`config.mk`:
```
export PLATFORM = sky130hd
export DESIGN_NAME = instr_encode_loader_flat
export DESIGN_NICKNAME = d
export VERILOG_FILES = /design/src/rtl/instr_encode_loader_if.sv /design/src/rtl/instr_encode_loader.sv /design/src/flat_wrapper.sv
export SDC_FILE = /design/constraint.sdc
export NUM_CORES = 1
export LEC_CHECK = 0
export BUFFER_PORTS_ARGS = -buffer_cell sky130_fd_sc_hd__buf_2
export CAP_MARGIN = 0
export CORE_ASPECT_RATIO = 0.5
export CORE_MARGIN = 2
export CORE_UTILIZATION = 30
export CTS_CLUSTER_SIZE = 10
export DETAILED_ROUTE_END_ITERATION = 10
export GPL_ROUTABILITY_DRIVEN = 0
export GPL_TIMING_DRIVEN = 0
export PLACE_DENSITY = 0.64
export SLEW_MARGIN = 10
export SYNTH_ARGS = -nofsm -noshare
export SYNTH_HDL_FRONTEND = slang
export SYNTH_SLANG_ARGS = --single-unit
```
`constraint.sdc`:
```
create_clock -name clk -period 5.3 [get_ports clk]
set_input_delay 1.59 -clock clk [delete_from_list [all_inputs] [get_ports clk]]
set_output_delay 1.59 -clock clk [all_outputs]
set_load 0.03 [all_outputs]
```
`src/rtl/instr_encode_loader_if.sv`:
```
// instr_encode_loader_if: descriptor stream in, instruction-memory write port out.
interface instr_encode_loader_if #(
  parameter int BIT_COUNT = 32,
  parameter int ADDR_W    = 10
);
  logic                 in_valid;
  logic                 in_ready;
  logic [2:0]           ImmSrc;
  logic [BIT_COUNT-1:0] Imm;
  logic [31:0]          BaseInstr;
  logic                 mem_we;
  logic                 mem_ready;
  logic [ADDR_W-1:0]    mem_addr;
  logic [31:0]          mem_wdata;
  modport master (
    output in_valid, ImmSrc, Imm, BaseInstr, mem_ready,
    input  in_ready, mem_we, mem_addr, mem_wdata
  );
  modport slave (
    input  in_valid, ImmSrc, Imm, BaseInstr, mem_ready,
    output in_ready, mem_we, mem_addr, mem_wdata
  );
endinterface

```
`src/rtl/instr_encode_loader.sv`:
```
// instr_encode_loader: scatters immediates into RISC-V instruction fields and streams them to memory.
module instr_encode_loader #(
  parameter int BIT_COUNT = 32,
  parameter int ADDR_W    = 10,
  parameter int CNT_W     = 10
) (
  input  logic                   clk,
  input  logic                   reset_n,
  input  logic                   start,
  input  logic [ADDR_W-1:0]      base_addr,
  input  logic [CNT_W-1:0]       count,
  instr_encode_loader_if.slave   bus,
  output logic                   busy,
  output logic                   done,
  output logic                   err,
  output logic [CNT_W-1:0]       err_index
);
  localparam int SH = $clog2(BIT_COUNT);
  localparam logic [2:0] IMM_I = 3'd0, IMM_SH = 3'd1, IMM_S = 3'd2, IMM_U = 3'd3, IMM_J = 3'd4, IMM_B = 3'd5;
  typedef enum logic [1:0] {IDLE, LOAD, DRAIN} state_t;
  state_t            state_q, state_d;
  logic [CNT_W-1:0]  count_q, count_d, idx_q, idx_d, err_index_q, err_index_d;
  logic [ADDR_W-1:0] addr_q, addr_d, mem_addr_q, mem_addr_d;
  logic [31:0]       mem_wdata_q, mem_wdata_d, fld, enc;
  logic              mem_we_q, mem_we_d, err_q, err_d, zdone_q, zdone_d, rerr, accept, wr;
  // True when v is the sign extension of its low n bits.
  function automatic logic fits(input logic [BIT_COUNT-1:0] v, input int n);
    logic signed [BIT_COUNT-1:0] t;
    t = $signed(v << (BIT_COUNT - n));
    return (t >>> (BIT_COUNT - n)) == $signed(v);
  endfunction
  always_comb begin
    fld  = '0;
    rerr = 1'b0;
    case (bus.ImmSrc)
      IMM_I:  begin fld[31:20] = bus.Imm[11:0]; rerr = !fits(bus.Imm, 12); end
      IMM_SH: begin fld[19+SH:20] = bus.Imm[SH-1:0]; rerr = |(bus.Imm >> SH); end
      IMM_S:  begin fld = {bus.Imm[11:5], 13'b0, bus.Imm[4:0], 7'b0}; rerr = !fits(bus.Imm, 12); end
      IMM_U:  begin fld = {bus.Imm[31:12], 12'b0}; rerr = (|bus.Imm[11:0]) || !fits(bus.Imm, 32); end
      IMM_J:  begin fld = {bus.Imm[20], bus.Imm[10:1], bus.Imm[11], bus.Imm[19:12], 12'b0}; rerr = !fits(bus.Imm, 21) || bus.Imm[0]; end
      IMM_B:  begin fld = {bus.Imm[12], bus.Imm[10:5], 13'b0, bus.Imm[4:1], bus.Imm[11], 7'b0}; rerr = !fits(bus.Imm, 13) || bus.Imm[0]; end
      default: rerr = 1'b1;
    endcase
    enc = bus.BaseInstr | fld;
  end
  assign wr           = mem_we_q && bus.mem_ready;
  assign bus.in_ready = (state_q == LOAD) && (!mem_we_q || bus.mem_ready);
  assign accept       = bus.in_valid && bus.in_ready;
  always_comb begin
    state_d     = state_q;
    count_d     = count_q;
    idx_d       = idx_q;
    addr_d      = addr_q;
    mem_we_d    = wr ? 1'b0 : mem_we_q;
    mem_addr_d  = mem_addr_q;
    mem_wdata_d = mem_wdata_q;
    err_d       = err_q;
    err_index_d = err_index_q;
    zdone_d     = 1'b0;
    if (state_q == IDLE && start) begin
      state_d = (count != '0) ? LOAD : IDLE;
      count_d = count;
      idx_d   = '0;
      addr_d  = base_addr;
      err_d   = 1'b0;
      zdone_d = (count == '0);
    end
    // A write handshake and a new accept may coincide; the accept reloads the register.
    if (accept) begin
      mem_we_d    = 1'b1;
      mem_addr_d  = addr_q;
      mem_wdata_d = enc;
      addr_d      = addr_q + ADDR_W'(1);
      idx_d       = idx_q + CNT_W'(1);
      err_d       = err_q | rerr;
      err_index_d = (rerr && !err_q) ? idx_q : err_index_q;
      state_d     = (idx_q == count_q - CNT_W'(1)) ? DRAIN : state_q;
    end
    if (state_q == DRAIN && wr) state_d = IDLE;
  end
  always_ff @(posedge clk or negedge reset_n) begin
    if (!reset_n) begin
      state_q     <= IDLE;
      count_q     <= '0;
      idx_q       <= '0;
      addr_q      <= '0;
      mem_we_q    <= 1'b0;
      mem_addr_q  <= '0;
      mem_wdata_q <= '0;
      err_q       <= 1'b0;
      err_index_q <= '0;
      zdone_q     <= 1'b0;
    end else begin
      state_q     <= state_d;
      count_q     <= count_d;
      idx_q       <= idx_d;
      addr_q      <= addr_d;
      mem_we_q    <= mem_we_d;
      mem_addr_q  <= mem_addr_d;
      mem_wdata_q <= mem_wdata_d;
      err_q       <= err_d;
      err_index_q <= err_index_d;
      zdone_q     <= zdone_d;
    end
  end
  assign bus.mem_we    = mem_we_q;
  assign bus.mem_addr  = mem_addr_q;
  assign bus.mem_wdata = mem_wdata_q;
  assign busy          = state_q != IDLE;
  assign done          = zdone_q || (state_q == DRAIN && wr);
  assign err           = err_q;
  assign err_index     = err_index_q;
endmodule

```
`src/flat_wrapper.sv`:
```
// flat-port wrapper written by rule: the top's interface ports become plain ports
module instr_encode_loader_flat 
#(
  parameter int BIT_COUNT = 32,
  parameter int ADDR_W    = 10,
  parameter int CNT_W     = 10
)
  (clk, reset_n, start, base_addr, count, busy, done, err, err_index, bus_in_valid, bus_ImmSrc, bus_Imm, bus_BaseInstr, bus_mem_ready, bus_in_ready, bus_mem_we, bus_mem_addr, bus_mem_wdata);
  instr_encode_loader_if #(.BIT_COUNT(BIT_COUNT), .ADDR_W(ADDR_W)) bus_i ();
  input  logic clk;
  input  logic reset_n;
  input  logic start;
  input  logic [ADDR_W-1:0] base_addr;
  input  logic [CNT_W-1:0] count;
  output logic busy;
  output logic done;
  output logic err;
  output logic [CNT_W-1:0] err_index;
  input wire logic [$bits(bus_i.in_valid)-1:0] bus_in_valid;
  input wire logic [$bits(bus_i.ImmSrc)-1:0] bus_ImmSrc;
  input wire logic [$bits(bus_i.Imm)-1:0] bus_Imm;
  input wire logic [$bits(bus_i.BaseInstr)-1:0] bus_BaseInstr;
  input wire logic [$bits(bus_i.mem_ready)-1:0] bus_mem_ready;
  output wire logic [$bits(bus_i.in_ready)-1:0] bus_in_ready;
  output wire logic [$bits(bus_i.mem_we)-1:0] bus_mem_we;
  output wire logic [$bits(bus_i.mem_addr)-1:0] bus_mem_addr;
  output wire logic [$bits(bus_i.mem_wdata)-1:0] bus_mem_wdata;
  assign bus_i.in_valid = bus_in_valid;
  assign bus_i.ImmSrc = bus_ImmSrc;
  assign bus_i.Imm = bus_Imm;
  assign bus_i.BaseInstr = bus_BaseInstr;
  assign bus_i.mem_ready = bus_mem_ready;
  assign bus_in_ready = bus_i.in_ready;
  assign bus_mem_we = bus_i.mem_we;
  assign bus_mem_addr = bus_i.mem_addr;
  assign bus_mem_wdata = bus_i.mem_wdata;
  instr_encode_loader #(.BIT_COUNT(BIT_COUNT), .ADDR_W(ADDR_W), .CNT_W(CNT_W)) u_core (.clk(clk), .reset_n(reset_n), .start(start), .base_addr(base_addr), .count(count), .bus(bus_i), .busy(busy), .done(done), .err(err), .err_index(err_index));
endmodule
```
==> out/results.txt, run 1 <==
layout filler cell count: 1471
simple logic cell fraction of the synthesized area: 0.242
first-pass GRT wire length: 20800 µm
Cells after Synth: 495
number of antenna violations at the first check in global routing: 0
via total after detailed routing: 4189
data arrival time of the critical path: 2.20 ns
leading cell type in the layout, fill and taps excluded: buf_2
worst slew slack as a fraction of its limit: 0.428
net count of the finished layout: 749
Top cell by count, worst path: buf_2
first-iteration detailed-routing DRC count: 270
maximum vdd ir drop: 0.000206 V
clock edge transition at the registers on the reported setup and hold paths: 0.06 ns
initial core utilization: 0.308
I/O Pins: 149
Total Wirelength: 12700 µm
Layout Skew: 0.0138 ns
fraction of the mapped netlist area in adder cells: 0.0112
number of sinks handled by clock tree synthesis: 87
maximum capacitance violations: 0
synthesized cell area: 4490 µm²
number of synthesized flops with an enable pin: 0
Yosys reg bits: 87
kind of cell adding the most delay to the critical path: buffers and inverters
static leakage: 2.82 nW
Overflow after GRT: 0
Register Area: 2180 µm²
startpoint kind of the worst setup timing path: input port
final std cell area, no fill: 5830 µm²
DRC violation count after routing: 0
standard cell with the maximum stage delay on the critical path: buf_2
Post-synth top flop: dfrtp_1
Post-DRT Antenna Nets: 0
highest clock frequency the design can meet: 264 MHz
TritonCTS clock tree: built
layout-stage area growth over the synthesis result: 29.9%
capturing element type of the critical path: primary output
summed negative setup slack over all endpoints: 0 ns
pwr/cell area: 533 nW/µm²
fraction of synthesized area in multiplexers: 0.0427
share of the cycle needed by the critical path after routing: 0.714
Skew-Pair Late Insertion Delay: 0.34 ns
met1 track demand over resource in global routing: 0.223
Pre-antenna DRT Iters: 4
area fraction in compound gates after synthesis: 0.156
GRT met2 Usage: 0.256
Post-Syn Nets: 591
Total GRT Usage: 0.163
largest family of logic cells by synthesized area: simple AND/OR/NAND/NOR gates
Avg WL per Cell: 14.8 µm
number of diodes added for antenna fixing: 0
sum of buffers and inverters on the critical path: 2
Post-Syn Area per Cell: 9.06 µm²
layout cell share with drive strength beyond 1: 0.293
fraction of met3 tracks used by global routing: 0.0354
transition at the pin with the smallest max-transition slack: 0.836 ns
H-Tree Level Count: 3
clk buf depth: 2
outcome: complete, no violations
vias per inst: 4.89
count of final setup violators: 0
Slew Limit Fails: 0
IO Port Bufs: 146
shortest clock period the worst path allows after layout: 3.79 ns
maximum number of pins on one net before global-route repair: 49
die outline width: 177 µm
number of clock buffers inserted by TritonCTS: 9
die height: 90.5 µm
CTS root buffer: clkbuf_16
cell area after placement: 5500 µm²
Data required, critical path: 3.71 ns
cell row count: 31
most used cells in the layout excluding fill and tap cells: buf_2, nand2_1, dfrtp_1
final hold violation count: 0
setup repair after global routing missed its margin: no
area used by multi-input combinational logic: 2170 µm²
critical path fanouts, max: 3
final HPWL from detailed placement: 9650 µm
post-synthesis share of cell area spent on xor and xnor gates: 0.0312
Yosys warning count: 0
crit-path max cell delay: 0.24 ns
core area: 14500 µm²
share of synthesized area occupied by flip-flops and latches: 0.485
hold-fix buffers at CTS: 0
Die Outline Area: 16000 µm²
Top Usage Layer GRT: met2
number of global-route vias before repair: 4138
cell-by-cell trace of the critical path: buf_2, nor2b_1, nor3b_2, buf_2
min-delay worst type: flop to flop
Worst Setup Path Type: input port to primary output
number of buffers added for setup after CTS: 0
library cells used by synthesis: 58
count of instances resized after the clock tree is built: 0
Async SR Flop Fraction: 1.00
[synth_stat cells, types with 2 or more instances]
library cell	number	area, µm²
nor3_1	7	35.0
a2111oi_0	8	70.1
ha_1	4	50.1
a221o_1	3	30.0
dfrtp_1	87	2180
o21ai_0	37	185
clkbuf_1	16	60.1
xnor2_1	10	87.6
and3_1	8	50.1
nor4_1	7	43.8
mux2i_1	3	30.0
xor2_1	6	52.6
buf_1	3	11.3
inv_1	8	30.0
a31oi_1	3	18.8
mux2_4	10	150
nor2b_1	2	12.5
and2_1	3	18.8
and4_1	2	17.5
a311oi_1	2	17.5
nand2b_1	2	12.5
nand2_1	127	477
nand3_1	19	95.1
nand4_1	6	37.5
o211ai_1	4	30.0
a22oi_1	9	67.6
or4_4	2	22.5
buf_4	3	22.5
a21oi_1	19	95.1
o31ai_1	3	22.5
nor2_1	42	158
a221oi_1	4	35.0
[layout make-up]
type | count | area share
Clock inverter | 6 | 0.0159
Sequential cell | 87 | 0.374
Inverter | 8 | 0.00515
Multi-Input combinational cell | 376 | 0.372
Tap cell | 198 | 0.0425
Buffer | 24 | 0.0193
Clock buffer | 10 | 0.0410
Timing Repair Buffer | 147 | 0.131
[per-stage QoR]
step | instances | hold WS (ns) | total power [mW] | setup WS [ns] | utilization
floorplan | 495 | 0.454 | 1.99 | 1.60 | -
CTS | 856 | 0.474 | 3.13 | 1.51 | 0.401
global route | 856 | 0.495 | 3.30 | 1.49 | 0.401
detailed placement | 840 | 0.460 | 2.42 | 1.51 | 0.378
global placement | 839 | 0.455 | 2.38 | 1.51 | 0.376
finish | 856 | 0.472 | 3.11 | 1.51 | 0.401
[tightest hold or removal path, cell delays in order, from the launching register on]
cell and delay [ns]:
dfrtp_1 0.33, nand2_1 0.05, nand2_1 0.06
[worst paths after layout]
check / start / end / slack (ns) / depth (start not counted)
max: bus_mem_ready / bus_in_ready / 1.51 / 4
min: u_core.bus.mem_addr[1] / u_core.bus.mem_addr[1] / 0.47 / 2
max reg2reg: u_core.bus.mem_we / u_core.bus.mem_wdata[27] / 2.97 / 6
min reg2reg: u_core.bus.mem_addr[1] / u_core.bus.mem_addr[1] / 0.47 / 2
max in group asynchronous: reset_n / u_core.err_index[6] / 3.41 / 2
min in group asynchronous: reset_n / u_core.bus.mem_wdata[12] / 1.24 / 1
[layer usage]
layer	wire [µm]	vias to the layer above
li1	-	2058
met1	6030	1987
met2	5820	129
met3	606	15
met4	209	0
met5	0	-
[state kept, by name (all words and copies together), names as in the netlist, 2 cells and up]
name and flops:
u_core.bus.mem_wdata 32, u_core.state_q 2, u_core.count_q 10, u_core.addr_q 10, u_core.idx_q 10, u_core.err_index 10, u_core.bus.mem_addr 10
[report_power, final]
group          switching, mW  internal, mW  total, mW
combinational          0.860         0.424       1.28
sequential             0.195         0.921       1.12
clock                  0.277         0.429      0.707
total                   1.33          1.77       3.11
[logic make-up after synthesis]
group,Yosys count
compound gates,105
mux,14
simple gates,237
flops,87
fa+ha+maj,4
buf+inv,32
xor+xnor,16
Power figures use the tool's default switching activity.
==> inputs of run 2 (changes only) <==
--- a/config.mk
+++ b/config.mk
@@ -5,6 +5,7 @@
 export SDC_FILE = /design/constraint.sdc
 export NUM_CORES = 1
 export LEC_CHECK = 0
+export ABC_AREA = 1
 export BUFFER_PORTS_ARGS = -buffer_cell sky130_fd_sc_hd__buf_2
 export CAP_MARGIN = 0
 export CORE_ASPECT_RATIO = 0.5
@@ -14,7 +15,7 @@
 export DETAILED_ROUTE_END_ITERATION = 10
 export GPL_ROUTABILITY_DRIVEN = 0
 export GPL_TIMING_DRIVEN = 0
-export PLACE_DENSITY = 0.64
+export PLACE_DENSITY = 0.66
 export SLEW_MARGIN = 10
 export SYNTH_ARGS = -nofsm -noshare
 export SYNTH_HDL_FRONTEND = slang
==> constraint.sdc (replaced) <==
create_clock -name clk -period 3.3 [get_ports clk]
set_input_delay 0.99 -clock clk [delete_from_list [all_inputs] [get_ports clk]]
set_output_delay 0.99 -clock clk [all_outputs]
set_load 0.03 [all_outputs]
==> run 2 against run 1 <==
Die area increased by 3.3%. Register-to-register slack worse by 1.6 ns. Global-route usage increased by 1.4 points. Design area grew 2.3%. Total power grew 63%. Area after synthesis grew 3.4%. Setup slack worse by 0.71 ns. Synthesized cell count is 19% higher. Critical path depth stayed put. Via count grew 12%. Combinational power rose by 78%. Clock power increased by 40%. Critical endpoint is now done. Largest cell class unchanged. Largest power group unchanged. Highest routed layer is now met5.
==> out/results.txt, run 2 <==
dominant cell by count in the synthesized netlist: nand2_1 (unchanged)
crit-path max cell delay: 0.19 ns (was 0.24 ns)
worst hold path cell count: 2 (unchanged)
worst slew slack as a fraction of its limit: 0.360 (was 0.428)
layout filler cell count: 1572 (was 1471)
kind of cell adding the most delay to the critical path: buffers and inverters (unchanged)
maximum vdd ir drop: 0.000316 V (was 0.000206 V)
count of instances resized after the clock tree is built: 0 (unchanged)
maximum number of pins on one net before global-route repair: 65 (was 49)
number of synthesized flops with an enable pin: 0 (unchanged)
most used cells in the layout excluding fill and tap cells: nand2_1, buf_2, dfrtp_1 (was buf_2, nand2_1, dfrtp_1)
number of clock buffers inserted by TritonCTS: 9 (unchanged)
worst flop-to-flop path startpoint: u_core.state_q[0] (was u_core.bus.mem_we)
number of buffers added for setup after CTS: 0 (unchanged)
biggest area consumer among synthesized cells: dfrtp_1 (unchanged)
via total after detailed routing: 4672 (was 4189)
R2R depth: 6 (unchanged)
synthesized cell area: 4640 µm² (was 4490 µm²)
share of the cycle needed by the critical path after routing: 0.757
CTS root buffer: clkbuf_16 (unchanged)
standard cell with the maximum stage delay on the critical path: buf_2 (unchanged)
Post-synth top flop: dfrtp_1 (unchanged)
setup repair after global routing missed its margin: no (unchanged)
transition at the pin with the smallest max-transition slack: 0.936 ns (was 0.836 ns)
Pre-antenna DRT Iters: 4 (unchanged)
Avg WL per Cell: 15.1 µm (was 14.8 µm)
maximum capacitance violations: 0 (unchanged)
final HPWL from detailed placement: 11200 µm (was 9650 µm)
Data required, critical path: 2.31 ns (was 3.71 ns)
library cells used by synthesis: 44 (was 58)
shortest clock period the worst path allows after layout: 2.50 ns
Total Wirelength: 14500 µm (was 12700 µm)
DRC violation count after routing: 0 (unchanged)
pwr/cell area: 847 nW/µm² (was 533 nW/µm²)
cell-by-cell trace of the critical path: buf_2, nand3_1, nand2_1, buf_2 (was buf_2, nor2b_1, nor3b_2, buf_2)
vias per inst: 4.86 (was 4.89)
startpoint kind of the worst setup timing path: input port (unchanged)
die height: 91.9 µm (was 90.5 µm)
number of sinks handled by clock tree synthesis: 87 (unchanged)
Die Outline Area: 16500 µm² (was 16000 µm²)
relative contribution of the clock network to total power: 0.195 (was 0.227)
Area contributors post-synth: dfrtp_1, nand2_1, o21ai_0, nor2_1, inv_1 (was dfrtp_1, nand2_1, o21ai_0, nor2_1, mux2_4)
layout-stage area growth over the synthesis result: 28.4% (was 29.9%)
sum of buffers and inverters on the critical path: 2 (unchanged)
clock edge transition at the registers on the reported setup and hold paths: 0.06 ns (about the same)
Layout Skew: 0.0102 ns (was 0.0138 ns)
die outline width: 180 µm (was 177 µm)
IO Port Bufs: 148 (was 146)
highest clock frequency the design can meet: 400 MHz
first-iteration detailed-routing DRC count: 317 (was 270)
Yosys reg bits: 87 (unchanged)
Post-DRT Antenna Nets: 0 (unchanged)
internal power contribution: 2.75 mW (was 1.77 mW)
Overflow after GRT: 0 (unchanged)
clk buf depth: 2 (unchanged)
number of antenna violations at the first check in global routing: 3 (was 0)
portion of synthesized cell area occupied by the leading cell type: 0.469 (was 0.485)
H-Tree Level Count: 3 (unchanged)
Post-Syn Area per Cell: 7.85 µm² (was 9.06 µm²)
Core Util, Final: 0.391 (was 0.401)
Worst Setup Path Type: input port to primary output (unchanged)
leading cell type in the layout, fill and taps excluded: nand2_1 (was buf_2)
initial core utilization: 0.304 (was 0.308)
Post-Syn Nets: 687 (was 591)
flop2flop setup slack: 1.39 ns (was 2.97 ns)
summed negative setup slack over all endpoints: 0 ns (unchanged)
Total GRT Usage: 0.177 (was 0.163)
Cells after Synth: 591 (was 495)
source of the worst hold timing path: u_core.err_index[4] (was u_core.bus.mem_addr[1])
TritonCTS clock tree: built (unchanged)
outcome: complete, no violations (unchanged)
static leakage: 3.12 nW (was 2.82 nW)
Async SR Flop Fraction: 1.00 (unchanged)
Skew-Pair Late Insertion Delay: 0.35 ns (was 0.34 ns)
combinational power share: 0.451 (was 0.413)
number of global-route vias before repair: 4521 (was 4138)
I/O Pins: 149 (unchanged)
Top cell by count, worst path: buf_2 (unchanged)
share of synthesized area occupied by flip-flops and latches: 0.469 (was 0.485)
count of final setup violators: 0 (unchanged)
endpoint of the worst-slack reg-to-reg timing path: u_core.state_q[0] (was u_core.bus.mem_wdata[27])
Slew Limit Fails: 0 (unchanged)
critical path fanouts, max: 3 (unchanged)
switching power share of the total: 0.455 (was 0.429)
layout cell share with drive strength beyond 1: 0.265 (was 0.293)
end point of the worst hold path: u_core.err_index[4] (was u_core.bus.mem_addr[1])
data arrival time of the critical path: 1.51 ns (was 2.20 ns)
capturing element type of the critical path: primary output (unchanged)
max FFs per register: 32 (unchanged)
first-pass GRT wire length: 23300 µm (was 20800 µm)
switching power summed over all nets: 2.30 mW (was 1.33 mW)
hold-fix buffers at CTS: 0 (unchanged)
final hold violation count: 0 (unchanged)
final hold slack: 0.467 ns (was 0.472 ns)
cell row count: 32 (was 31)
net count of the finished layout: 847 (was 749)
sequential fraction of design power: 0.353 (was 0.359)
min-delay worst type: flop to flop (unchanged)
top post-synthesis cells by count: nand2_1, dfrtp_1, nor2_1 (unchanged)
core area: 15300 µm² (was 14500 µm²)
Yosys warning count: 0 (unchanged)
[run 2: metrics by stage]
stage	cells	setup WS (ns)	instance area (µm²)	total power, mW
after global routing	960	0.749	5960	5.40
after detailed placement	944	0.684	5670	4.08
after CTS	960	0.798	5960	5.09
after global placement	943	0.438	5640	4.02
final	961	0.802	5960	5.05
after floorplan	591	0.969	4640	3.32
[run 2: worst register-to-register path: stages (launching register included)]
cell and delay (ns):
dfrtp_1 0.41, nor2_1 0.15, nand2_1 0.24, inv_1 0.25
buf_1 0.46, nand4_1 0.22, nand2_1 0.11
[run 2: cell type report]
cell class / instances / area, µm² / area share
antenna: 1 / 2.50 / 0.000420
buffer: 18 / 88.8 / 0.0149
clock buffer: 11 / 253 / 0.0424
clock inverter: 5 / 38.8 / 0.00651
inverter: 54 / 203 / 0.0340
multi-input combinational: 432 / 2170 / 0.364
sequential: 87 / 2180 / 0.365
tap: 204 / 255 / 0.0428
timing repair buffer: 149 / 771 / 0.129
[run 2: layer usage]
layer / share of wire / up-vias / global-route usage
met5: 0.0019 / - / 0
met4: 0.029 / 4 / 0.0664
met3: 0.062 / 41 / 0.0492
met2: 0.47 / 134 / 0.292
met1: 0.43 / 2223 / 0.224
li1: - / 2270 / -
[run 2: how the worst max path moves through the flow]
stage	slack [ns]	from	to	cells past startpoint
2_1_floorplan	0.97	bus_mem_ready	bus_in_ready	2
3_3_place_gp	0.44	reset_n	u_core.bus.mem_wdata[20]	1
3_5_place_dp	0.68	bus_Imm[11]	u_core.err_index[5]	12
4_1_cts	0.80	bus_mem_ready	done	4
5_1_grt	0.75	bus_mem_ready	done	4
6_report	0.80	bus_mem_ready	done	4
[run 2: power groups by stage]
stage | Combinational [mW] | Clock, mW | Sequential (mW)
floorplan | 1.00 | 0 | 2.32
global placement | 2.24 | 0 | 1.78
detailed placement | 2.29 | 0 | 1.79
CTS | 2.29 | 1.01 | 1.78
global route | 2.51 | 1.05 | 1.84
finish | 2.28 | 0.987 | 1.78
[run 2: logic make-up after synthesis]
group / Yosys count / share of synthesized area
flip-flops: 87 / 0.469
XOR/XNOR: 14 / 0.0280
AND/OR/NAND/NOR: 300 / 0.284
adder cells (fa/ha/maj): 4 / 0.0108
AO/OA/AOI/OAI: 114 / 0.145
buffers and inverters: 72 / 0.0628
==> inputs of run 3 (changes only) <==
--- a/config.mk
+++ b/config.mk
@@ -15,7 +15,7 @@
 export DETAILED_ROUTE_END_ITERATION = 10
 export GPL_ROUTABILITY_DRIVEN = 0
 export GPL_TIMING_DRIVEN = 0
-export PLACE_DENSITY = 0.66
+export PLACE_DENSITY = 0.64
 export SLEW_MARGIN = 10
 export SYNTH_ARGS = -nofsm -noshare
 export SYNTH_HDL_FRONTEND = slang
==> constraint.sdc (replaced) <==
create_clock -name clk -period 2.5 [get_ports clk]
set_input_delay 0.75 -clock clk [delete_from_list [all_inputs] [get_ports clk]]
set_output_delay 0.75 -clock clk [all_outputs]
set_load 0.03 [all_outputs]
==> run 3 against run 2 <==
Wire length down 2.5%. Worst hold slack worse by 0.035 ns. Largest power group unchanged. Largest cell class unchanged. Highest routed layer is now met4. Via count down 2.2%. Critical path depth up 8. Utilization down 0.090 points. Global-route usage down 0.36 points. Sequential power up 32%. Sequential cell count unchanged.
==> out/results.txt, run 3 (synthesis gave the netlist of run 2 again) <==
Worst Setup Path Type: input port to flop (was input port to primary output)
number of clock buffers inserted by TritonCTS: 9 (unchanged)
number of antenna violations at the first check in global routing: 0 (was 3)
endpoint of the worst-slack reg-to-reg timing path: u_core.addr_q[0] (was u_core.state_q[0])
cell area after placement: 5660 µm² (was 5670 µm²)
static leakage: 3.12 nW (about the same)
critical path fanouts, max: 10 (was 3)
via total after detailed routing: 4571 (was 4672)
GRT met2 Usage: 0.299 (was 0.292)
DRC violation count after routing: 0 (unchanged)
final HPWL from detailed placement: 11000 µm (was 11200 µm)
clk buf depth: 2 (unchanged)
transition at the pin with the smallest max-transition slack: 0.894 ns (was 0.936 ns)
vias per inst: 4.76 (was 4.86)
most used cells in the layout excluding fill and tap cells: nand2_1, buf_2, dfrtp_1 (unchanged)
kind of cell adding the most delay to the critical path: simple AND/OR/NAND/NOR gates (was buffers and inverters)
Overflow after GRT: 0 (unchanged)
maximum capacitance violations: 0 (unchanged)
layout filler cell count: 1581 (was 1572)
number of buffers added for setup after CTS: 0 (unchanged)
outcome: complete, no violations (unchanged)
number of sinks handled by clock tree synthesis: 87 (unchanged)
die outline width: 180 µm (unchanged)
cell row count: 32 (unchanged)
first-pass GRT wire length: 22700 µm (was 23300 µm)
crit-path max cell delay: 0.20 ns (was 0.19 ns)
min-delay worst type: input port to async pin (was flop to flop)
die height: 91.9 µm (unchanged)
sequential fraction of design power: 0.353 (about the same)
cell-by-cell trace of the critical path: buf_2, inv_1, ha_1, nor3b_1, nand3_1, o21ai_1, nand3_1, nor2_2, nand2_4, buf_6, nand3_2, nand2_1 (was buf_2, nand3_1, nand2_1, buf_2)
Register Area: 2180 µm² (unchanged)
I/O Pins: 149 (unchanged)
core area: 15300 µm² (unchanged)
shortest clock period the worst path allows after layout: 2.02 ns
switching power summed over all nets: 3.04 mW (was 2.30 mW)
internal power contribution: 3.61 mW (was 2.75 mW)
H-Tree Level Count: 3 (unchanged)
net count of the finished layout: 847 (unchanged)
R2R depth: 5 (was 6)
setup repair after global routing missed its margin: no (unchanged)
Skew-Pair Late Insertion Delay: 0.35 ns (about the same)
count of instances resized after the clock tree is built: 0 (unchanged)
maximum number of pins on one net before global-route repair: 54 (was 65)
Die Outline Area: 16500 µm² (unchanged)
leading cell type in the layout, fill and taps excluded: nand2_1 (unchanged)
sum of buffers and inverters on the critical path: 3 (was 2)
final hold violation count: 0 (unchanged)
TritonCTS clock tree: built (unchanged)
count of final setup violators: 0 (unchanged)
relative contribution of the clock network to total power: 0.199 (was 0.195)
fraction of met3 tracks used by global routing: 0.0377 (was 0.0492)
Avg WL per Cell: 14.7 µm (was 15.1 µm)
CTS root buffer: clkbuf_16 (unchanged)
max FFs per register: 32 (unchanged)
met1 track demand over resource in global routing: 0.219 (was 0.224)
clock edge transition at the registers on the reported setup and hold paths: 0.07 ns (was 0.06 ns)
Total Wirelength: 14100 µm (was 14500 µm)
pwr/cell area: 1120 nW/µm² (was 847 nW/µm²)
Total GRT Usage: 0.174 (was 0.177)
final std cell area, no fill: 5950 µm² (was 5960 µm²)
worst flop-to-flop path startpoint: u_core.state_q[0] (unchanged)
Slew Limit Fails: 0 (unchanged)
startpoint kind of the worst setup timing path: input port (unchanged)
standard cell with the maximum stage delay on the critical path: nor3b_1 (was buf_2)
layout cell share with drive strength beyond 1: 0.265 (unchanged)
Top Usage Layer GRT: met2 (unchanged)
initial core utilization: 0.304 (unchanged)
capturing element type of the critical path: flop (was primary output)
combinational power share: 0.448 (was 0.451)
Pre-antenna DRT Iters: 5 (was 4)
number of global-route vias before repair: 4520 (was 4521)
area used by multi-input combinational logic: 2170 µm² (unchanged)
Layout Skew: 0.00957 ns (was 0.0102 ns)
worst slew slack as a fraction of its limit: 0.389 (was 0.360)
Post-DRT Antenna Nets: 0 (unchanged)
flop2flop setup slack: 0.65 ns (was 1.39 ns)
share of the cycle needed by the critical path after routing: 0.807
Data required, critical path: 2.75 ns (was 2.31 ns)
number of diodes added for antenna fixing: 0 (was 1)
switching power share of the total: 0.457 (was 0.455)
hold-fix buffers at CTS: 0 (unchanged)
IO Port Bufs: 148 (unchanged)
layout-stage area growth over the synthesis result: 28.1% (was 28.4%)
first-iteration detailed-routing DRC count: 363 (was 317)
Top cell by count, worst path: nand3_1 (was buf_2)
summed negative setup slack over all endpoints: 0 ns (unchanged)
maximum vdd ir drop: 0.000425 V (was 0.000316 V)
data arrival time of the critical path: 2.27 ns (was 1.51 ns)
highest clock frequency the design can meet: 495 MHz
[run 3: layout make-up]
cell class	instances	area share
multi-input cells	432	0.365
repair buffers	149	0.128
plain buffers	18	0.0149
clock buffers	10	0.0402
flip-flops and latches	87	0.366
well taps	204	0.0429
clock inverters	6	0.00821
inverters	54	0.0341
[run 3: stage by stage]
stage | util | hold slack, ns | total power, mW | std cells | setup slack, ns
floorplan | - | 0.454 | 4.38 | 591 | 0.432
global placement | 0.370 | 0.454 | 5.31 | 943 | -0.155
detailed placement | 0.371 | 0.459 | 5.37 | 944 | 0.136
CTS | 0.390 | 0.468 | 6.70 | 960 | 0.477
global route | 0.390 | 0.488 | 7.12 | 960 | 0.313
finish | 0.390 | 0.432 | 6.66 | 960 | 0.481
[run 3: worst max-delay path by stage]
stage	start	end	slack [ns]	cells after the start
after detailed placement	bus_Imm[12]	u_core.err_index[7]	0.14	12
after global routing	bus_Imm[11]	u_core.err_index[7]	0.31	12
after CTS	u_core.state_q[0]	done	0.48	4
after floorplan	bus_mem_ready	u_core.err_index[9]	0.43	8
after global placement	reset_n	u_core.bus.mem_wdata[29]	-0.15	1
final	bus_Imm[12]	u_core.err_index[7]	0.48	12
[run 3: power groups by stage]
stage,combinational (mW),sequential [mW],clock (mW)
2_1_floorplan,1.32,3.06,0
3_3_place_gp,2.96,2.36,0
3_5_place_dp,3.01,2.36,0
4_1_cts,3.01,2.35,1.34
5_1_grt,3.29,2.43,1.40
6_report,2.98,2.35,1.32
[run 3: per-layer routing]
metal	wire length (µm)	share of wire	up-vias
met5	0	0	-
met4	252	0.018	0
met3	525	0.037	20
met2	6860	0.49	96
met1	6470	0.46	2184
li1	-	-	2271
